**config.mk**
```make
export PLATFORM = sky130hd
export DESIGN_NAME = instr_queue
export DESIGN_NICKNAME = d
export VERILOG_FILES = /design/src/rtl/instr_queue.sv
export SDC_FILE = /design/constraint.sdc
export NUM_CORES = 1
export LEC_CHECK = 0
export CAP_MARGIN = 25
export CELL_PAD_IN_SITES_DETAIL_PLACEMENT = 0
export CELL_PAD_IN_SITES_GLOBAL_PLACEMENT = 2
export CORE_ASPECT_RATIO = 2
export CORE_MARGIN = 4
export CORE_UTILIZATION = 51
export DETAILED_ROUTE_END_ITERATION = 7
export PLACE_DENSITY_LB_ADDON = 0.3
export SETUP_SLACK_MARGIN = 0.1
export SYNTH_ARGS = -nofsm -noshare
export SYNTH_HDL_FRONTEND = slang
export SYNTH_SLANG_ARGS = --single-unit
```
**constraint.sdc**
```tcl
create_clock -name clk -period 31.9 [get_ports clk]
set_input_delay 6.38 -clock clk [delete_from_list [all_inputs] [get_ports clk]]
set_output_delay 6.38 -clock clk [all_outputs]
set_load 0.03 [all_outputs]
```
**src/rtl/instr_queue.sv**
```systemverilog
// rtl/instr_queue.sv - fetch-to-dispatch instruction FIFO, first-word-fall-through with flush
module instr_queue #(
    parameter int DEPTH = 16
) (
    input  logic                     clk,
    input  logic                     rst,
    input  logic                     flush,
    input  logic                     enq,
    input  logic [31:0]              enq_pc,
    input  logic [31:0]              enq_pc_next,
    input  logic [31:0]              enq_instr,
    output logic                     full,
    input  logic                     deq,
    output logic                     deq_valid,
    output logic [31:0]              deq_pc,
    output logic [31:0]              deq_pc_next,
    output logic [31:0]              deq_instr,
    output logic                     empty,
    output logic [$clog2(DEPTH):0]   count
);
    localparam int PTR_W = $clog2(DEPTH);
    localparam logic [PTR_W:0] PTR_ONE = (PTR_W+1)'(1);
    localparam logic [PTR_W:0] DEPTH_C = (PTR_W+1)'(DEPTH);

    // Pointers carry one extra wrap bit so full and empty are distinguishable.
    logic [PTR_W:0] wr_ptr_q, wr_ptr_d;
    logic [PTR_W:0] rd_ptr_q, rd_ptr_d;
    logic [95:0]    mem_q [DEPTH];
    logic [95:0]    head;
    logic           push, pop;

    always_comb begin
        empty     = (wr_ptr_q == rd_ptr_q);
        full      = (wr_ptr_q[PTR_W-1:0] == rd_ptr_q[PTR_W-1:0]) &&
                    (wr_ptr_q[PTR_W] != rd_ptr_q[PTR_W]);
        count     = wr_ptr_q - rd_ptr_q;
        deq_valid = !empty;
    end

    always_comb begin
        push     = enq && !full && !flush;
        pop      = deq && !empty && !flush;
        wr_ptr_d = wr_ptr_q;
        rd_ptr_d = rd_ptr_q;
        if (flush) begin
            wr_ptr_d = '0;
            rd_ptr_d = '0;
        end else begin
            if (push) wr_ptr_d = wr_ptr_q + PTR_ONE;
            if (pop)  rd_ptr_d = rd_ptr_q + PTR_ONE;
        end
    end

    always_ff @(posedge clk) begin
        if (rst) begin
            wr_ptr_q <= '0;
            rd_ptr_q <= '0;
        end else begin
            wr_ptr_q <= wr_ptr_d;
            rd_ptr_q <= rd_ptr_d;
        end
    end

    // Storage is deliberately left unreset; only the pointers define validity.
    always_ff @(posedge clk) begin
        if (!rst && push) begin
            mem_q[wr_ptr_q[PTR_W-1:0]] <= {enq_pc, enq_pc_next, enq_instr};
        end
    end

    always_comb begin
        head        = empty ? '0 : mem_q[rd_ptr_q[PTR_W-1:0]];
        deq_pc      = head[95:64];
        deq_pc_next = head[63:32];
        deq_instr   = head[31:0];
    end

    a_count_bound: assert property (@(posedge clk) disable iff (rst) count <= DEPTH_C);
    a_full_empty:  assert property (@(posedge clk) disable iff (rst) !(full && empty));
    a_valid:       assert property (@(posedge clk) disable iff (rst) deq_valid == !empty);
endmodule

```
* After elaboration in Yosys (flattened, before gate mapping) *
Memory sizes are Yosys's and may differ from the RTL's. A register that Yosys moved wholly into a read port is not among the register bits.
Cells that the tools add are included.

word-level totals
  output and inout port bits = 104
  flip-flop bits (word level) = 10
  bits of input ports = 101
  bits in writable memories = 1536
  logic and storage cells = 25
  memories kept = 1

cells by class
  multiplexer cells = 5
  $add $sub $neg = 3
  reduce and logical (&&, ||, !) cells = 11
  equal/unequal tests = 3

memories
  memory  depth  bits a word  read ports  clocked after Yosys merged registers in  write ports  line  RTL
  mem_q   16     96           1           1                                        1            28    logic [95:0] mem_q [DEPTH];

operators with widths
  operator                                      count
  2-to-1 mux 96 bit                             1
  adder 5 x 1 -> 5 bit (second input constant)  2
  2-to-1 mux 4 bit                              2
  logical AND 1 bit                             6
  equality test 5 bit                           1
  subtractor 5 bit                              1
  equality test 4 bit                           1
  logical NOT 1 bit                             4
  2-to-1 mux 1 bit                              2
  OR reduction 2 bit                            1
  inequality test 1 bit                         1

* Longest topological paths before layout *
Gate-level depths: netlist (run 1).

  depth after elaboration = 8
  depth in mapped cells = 9
  depth with buffers taken out = 7

* Worst setup path before layout (run 1) *
Ideal clock, no wire load.

  kind = in2reg
  start point = input port flush
  end point = memory mem_q[3][0] (enable)
  slack = 17.393 ns
  library setup time = 0.668 ns
  required time = 31.232 ns
  buffers on the path = 1
  arrival = 13.839 ns
  stages on the path = 5
  cell sequence = or2_2 > clkbuf_1 > a211oi_1 > nand2_1 > nor3_1

on the way
  longest elaborated chain between the ends = 5

RTL lines
  what                                    line  RTL
  start, declared                         7     input logic flush,
  logical NOT 1 bit                       41    push = enq && !full && !flush;
  logical AND 1 bit                       41
  logical AND 1 bit                       66    if (!rst && push) begin
  2-to-1 mux 1 bit                        66
  2-to-1 mux 1 bit (not written as such)  67    mem_q[wr_ptr_q[PTR_W-1:0]] <= {enq_pc, enq_pc_next, enq_instr};
  end, declared                           28

No other way between the ends.

==> metrics, run 1 <==
status completed; Avg WL per Cell about 30 um; headroom to the max-slew limit 0.228; Critical Path Sink Type primary output; Max FO, Critical Path 145; synthesis-stage register bit count 1,550; nets@finish 3,362; flip-flop and latch area between 40,000 and 50,000 um2; Iter 0 DRT Violations roughly 2.6k; total CTS buffers roughly 130; Syn Std Cell Area 59,600 um2; TritonRoute pass-1 iters 5; Fin Setup TNS 0 ns; die width roughly 250 um; initial core utilization 0.513; final hold viol count 0; first-pass GRT wire length 212,000 um; RSZ-0062 raised after global routing false; largest net degree at the start of global routing 150; fin crit period 11.71 ns; syn_nets 3,134; Post-Syn Area per Cell 19.7 um2; Routed Antenna Nets 0; Fill cells around 8.5k; Die H 492 um; EDFF count, synth between 1.5k and 2k; synth unique cells 41; top cells by area, synth edfxtp_1, mux2i_1, mux4_2; gr ovfl total 0; area of the multi-input gates around 12,000 um2; layout cells sized above 1 0.123; M1 WL 55,100 um; Hold Startpoint rd_ptr_q[1]; fin crit share 0.367; Synth top area share 0.773; clk_skew 0.0173 ns; initial antenna violation count 14; metal3 WL around 9400 um; pwr dens approximately 58 nW/um2; Syn Inst Count 3,023; r2r startpoint wr_ptr_q[2]; final setup fails 0; Pleak 20.3 nW; final slew viol count 0; crit path launch type flop; Seq/Total Area, Yosys 0.778; CTS Root Cell clkbuf_16; num ports 205; setup bufs post-CTS 0; post_cts resized 0; WL final 146,000 um; routed vias/inst 6.15; # DRC 0; post-synthesis async set-or-reset flop share 0; port bufs 204; CTS Buffer Depth 3; cell taking the most area after synthesis edfxtp_1; GPL Wtd Cong about 0.77; clock sinks ~1.6k; achievable frequency ~85 MHz; Highest Signal Layer met5; Tot GR Track Use 0.236; vias in the first global route roughly 32k; maximum vdd drop 0.0000524 V; die area 123,000 um2; Setup CP Type reg2out; Worst-path clk slew about 0.07 ns; Core ar. 116,000 um2; Vias 30.0k; Max Cap Viol 0; YS warnings 0; Hold WC Path Type reg2reg; placed standard-cell area 63,500 um2; critical path data arrival time 5.33 ns; worst skew pair latency 0.76 ns; Critical Path RT 25.52 ns; DP Wirelength 74,800 um; WL met2 77,800 um; Main synth FF type edfxtp_1; CTS tree built; H-tree levels 4; row count around 180; R2R setup slack around 27 ns; hold buffer count at cts 0; finished layout cell area 67,900 um2; Syn-to-layout area delta 13.8%; Slew @ Worst Pin 1.16 ns
==> sequential cells by signal, indices dropped and copies added, names as in the netlist, named ones only <==
signal,count
mem_q,1536
rd_ptr_q,5
wr_ptr_q,5
==> per-stage QoR <==
stage | power (mW) | cells | hold slack (ns) | util | worst slack (ns)
global route | 4.05 | 4874 | 0.584 | 0.584 | 19.91
global placement | 2.37 | 4630 | 0.528 | 0.545 | 20.84
CTS | 3.96 | 4867 | 0.545 | 0.583 | 20.14
floorplan | 2.32 | 3023 | 0.483 | - | 17.39
detailed placement | 2.37 | 4632 | 0.533 | 0.546 | 20.91
finish | 3.93 | 4875 | 0.550 | 0.584 | 20.19
==> power by group <==
group | switching, mW | total (mW) | internal, mW
Combinational | 0.0540 | 0.0818 | 0.0278
Clock | 0.704 | 1.61 | 0.903
Sequential | 0.00107 | 2.24 | 2.24
Total | 0.759 | 3.93 | 3.17
==> synth_stat cells, types with 14 or more instances <==
cell type  count
edfxtp_1    1536
mux2i_1      546
a22oi_1      190
mux4_2       126
nor2_1        95
buf_2         79
nand2_1       72
a221o_1       66
o22ai_1       66
clkbuf_1      65
a21oi_1       35
a211oi_1      31
buf_4         20
dfxtp_1       14
==> worst paths after layout <==
path | end | depth (start not counted)
max | deq_pc_next[2] | 7
min | flop | 2
max reg2reg | mem_q[9][55] | 7
min reg2reg | flop | 2
==> layout make-up <==
| class | count | area share |
|---|---|---|
| antenna | 4 | 0.000147 |
| tap | 1521 | 0.0280 |
| inverter | 10 | 0.000553 |
| clock buffer | 163 | 0.0532 |
| sequential | 1550 | 0.684 |
| multi-input combinational | 1282 | 0.184 |
| timing repair buffer | 273 | 0.0405 |
| clock inverter | 72 | 0.00996 |
==> cells by family after synthesis <==
group / synth area share
buffers and inverters: 0.0156
adders and majority gates: 0.00222
muxes: 0.139
and+or+nand+nor: 0.0126
xor gates and xnor gates: 0.00203
AOI/OAI and AO/OA: 0.0504
DFF: 0.778
==> worst max-delay path: stages (launching register included) <==
cell and delay (ns):
dfxtp_4 0.82, buf_4 0.92, buf_12 0.71, mux2i_1 0.18, a22oi_1 0.23, a21oi_1 0.10
a211oi_1 0.48, clkdlybuf4s50_1 0.78
==> routing by layer <==
layer | vias to the layer above | global-route usage
met4 | 20 | 0.0677
met2 | 1018 | 0.420
met3 | 256 | 0.0496
met5 | - | 0
met1 | 15800 | 0.293
li1 | 12800 | -
==> cell usage in the layout, fill, tap and decap left out, types with 9 or more instances in the layout <==
cell type / synthesis / final
edfxtp_1: 1536 / 1536
mux2i_1: 546 / 546
clkdlybuf4s50_1: 0 / 204
a22oi_1: 190 / 190
clkbuf_16: 0 / 141
mux4_2: 126 / 126
nor2_1: 95 / 82
nand2_1: 72 / 72
a221o_1: 66 / 66
o22ai_1: 66 / 66
buf_4: 20 / 56
a21oi_1: 35 / 35
a211oi_1: 31 / 31
clkinv_1: 0 / 25
clkbuf_1: 65 / 22
clkinv_2: 0 / 20
nor2_4: 0 / 14
bufinv_16: 0 / 12
buf_12: 0 / 10
dfxtp_1: 14 / 10
inv_1: 9 / 9
ha_1: 9 / 9
(Power assumes the default switching activity.)
==> run 2, diff against run 1 <==
--- a/config.mk
+++ b/config.mk
@@ -10,7 +10,7 @@
 export CELL_PAD_IN_SITES_GLOBAL_PLACEMENT = 2
 export CORE_ASPECT_RATIO = 2
 export CORE_MARGIN = 4
-export CORE_UTILIZATION = 51
+export CORE_UTILIZATION = 48
 export DETAILED_ROUTE_END_ITERATION = 7
 export PLACE_DENSITY_LB_ADDON = 0.3
 export SETUP_SLACK_MARGIN = 0.1
==> constraint.sdc (replaced) <==
create_clock -name clk -period 10.9 [get_ports clk]
set_input_delay 2.18 -clock clk [delete_from_list [all_inputs] [get_ports clk]]
set_output_delay 2.18 -clock clk [all_outputs]
set_load 0.03 [all_outputs]
==> run 2 against run 1 <==
  * Flip-flop and latch count unchanged
  * Worst hold slack improved by 0.0063 ns
  * Non-clock buffer count shrank 16
  * Count of clock-buffer cells in the layout up 6
  * Die area up 6.1%
  * Critical path depth unchanged
  * Total power grew to 2.9 times the previous value
  * Clock skew grew 0.0011 ns
  * Setup slack lost 17 ns
  * Via count shrank 0.91%
  * Utilization decreased by 3.2 points
  * Global-route usage shrank 1.7 points
  * Critical endpoint is now deq_pc_next[5]
  * Largest cell class unchanged
  * Highest routed layer unchanged
==> metrics, run 2 (same netlist as run 1, synthesis figures left out) <==
fin crit period around 7.4 ns; gr ovfl total 0; clock sinks 1,550; Critical Path RT 8.72 ns; first-pass GRT wire length around 210,000 um; critical path data arrival time 5.26 ns; depth of the worst register-to-register path 7; Pleak 20.2 nW; Tot GR Track Use 0.219; Slew @ Worst Pin 1.14 ns; Die H 507 um; pwr dens about 170 nW/um2; crit path launch type flop; final setup fails 0; met3 usage 0.0386; hold buffer count at cts 0; setup bufs post-CTS 0; Vias 29.7k; Hold WC Path Type reg2reg; largest net degree at the start of global routing 150; worst skew pair latency 0.75 ns; # DRC 0; TritonRoute pass-1 iters 5; cells along the critical path buf_4 > and2_4 > buf_12 > a22oi_1 > a21oi_1 > a211oi_1 > clkdlybuf4s50_1; post_cts resized 0; initial core utilization 0.484; GPL Wtd Cong between 0.7 and 0.8; Worst-path clk slew 0.07 ns; commonest cells after routing, fill and taps aside edfxtp_1, mux2i_1, clkdlybuf4s50_1, a22oi_1, clkbuf_16; die area 130,000 um2; total CTS buffers around 140; achievable frequency 134 MHz; maximum vdd drop 0.000159 V; reg-to-reg endpoint mem_q[4][8]; headroom to the max-slew limit 0.242; Critical Path Sink Type primary output; Fin Setup TNS 0 ns; Critical Path End deq_pc_next[5]; Routed Antenna Nets 0; die width 257 um; clk_skew 0.0184 ns; vias in the first global route 31.5k; H-tree levels 4; routed vias/inst 5.94; status completed; RSZ-0062 raised after global routing false; most common cell after layout, fill and taps aside edfxtp_1; WL final 144,000 um; max reg flops between 1.5k and 2k; final hold viol count 0; r2r startpoint wr_ptr_q[2]; nets@finish 3,348; R2R setup slack 6.46 ns; CTS Buffer Depth 3; Core ar. 123,000 um2; Iter 0 DRT Violations 2,398; row count 182; largest stage delay on the critical path 0.86 ns; Final Core Density 0.552; final slew viol count 0; Max FO, Critical Path 106; layout cells sized above 1 0.117; initial antenna violation count 12; CTS Root Cell clkbuf_16; Avg WL per Cell 28.7 um; CTS tree built; GR Layer Usage met1 0.273; met2 Use GR 0.397; fin crit share 0.683; port bufs 204; Setup CP Type reg2out; DP Wirelength 71,500 um; num ports 205; busiest metal layer after global routing met2; Max Cap Viol 0; Syn-to-layout area delta 14.0%; Fill cells 9,373; critical path's slowest cell and2_4
## run 2: worst min path at each step
stage | to | depth (start not counted) | from
2_1_floorplan | flop | 2 | rd_ptr_q[1]
3_3_place_gp | rd_ptr_q[1] | 2 | rd_ptr_q[1]
3_5_place_dp | rd_ptr_q[1] | 2 | rd_ptr_q[1]
4_1_cts | rd_ptr_q[1] | 2 | rd_ptr_q[1]
5_1_grt | rd_ptr_q[1] | 2 | rd_ptr_q[1]
6_report | rd_ptr_q[1] | 2 | rd_ptr_q[1]
## run 2: worst max-delay path: cells and delay by family (launching register included)
kind | cells | cell delay, ns
buffers and inverters | 3 | 1.99
and+or+nand+nor | 1 | 0.86
DFF | 1 | 0.83
AOI/OAI and AO/OA | 3 | 0.66
## run 2: metal layers
metal | wire length [um] | vias to the layer above
li1 | - | 12800
met1 | 56700 | 15800
met2 | 76600 | 858
met3 | 7310 | 217
met4 | 3010 | 6
met5 | 42 | -
## run 2: area by class of cell
class	instances	area (um2)	share of cell area
Antenna cell	5	12.5	0.000184
Clock buffer	169	3650	0.0537
Clock inverter	70	666	0.00979
Inverter	10	37.5	0.000552
Multi-Input combinational cell	1282	12500	0.183
Sequential cell	1550	46400	0.683
Tap cell	1656	2070	0.0305
Timing Repair Buffer	257	2680	0.0393
## run 2: per-stage QoR
step	hold slack, ns	cells	power (mW)	cell area, um2	setup WS [ns]
final	0.557	4999	11.5	68000	3.46
after global routing	0.600	4995	11.9	68000	3.21
after CTS	0.561	4993	11.6	68000	3.27
after detailed placement	0.554	4754	6.94	63600	4.13
after global placement	0.537	4752	6.93	63600	4.10
after floorplan	0.483	3023	6.78	59600	0.593
## run 2: power breakdown
group	total [mW]	switching [mW]	internal [mW]
Sequential	6.56	0.00371	6.56
Combinational	0.240	0.159	0.0812
Clock	4.73	2.08	2.65
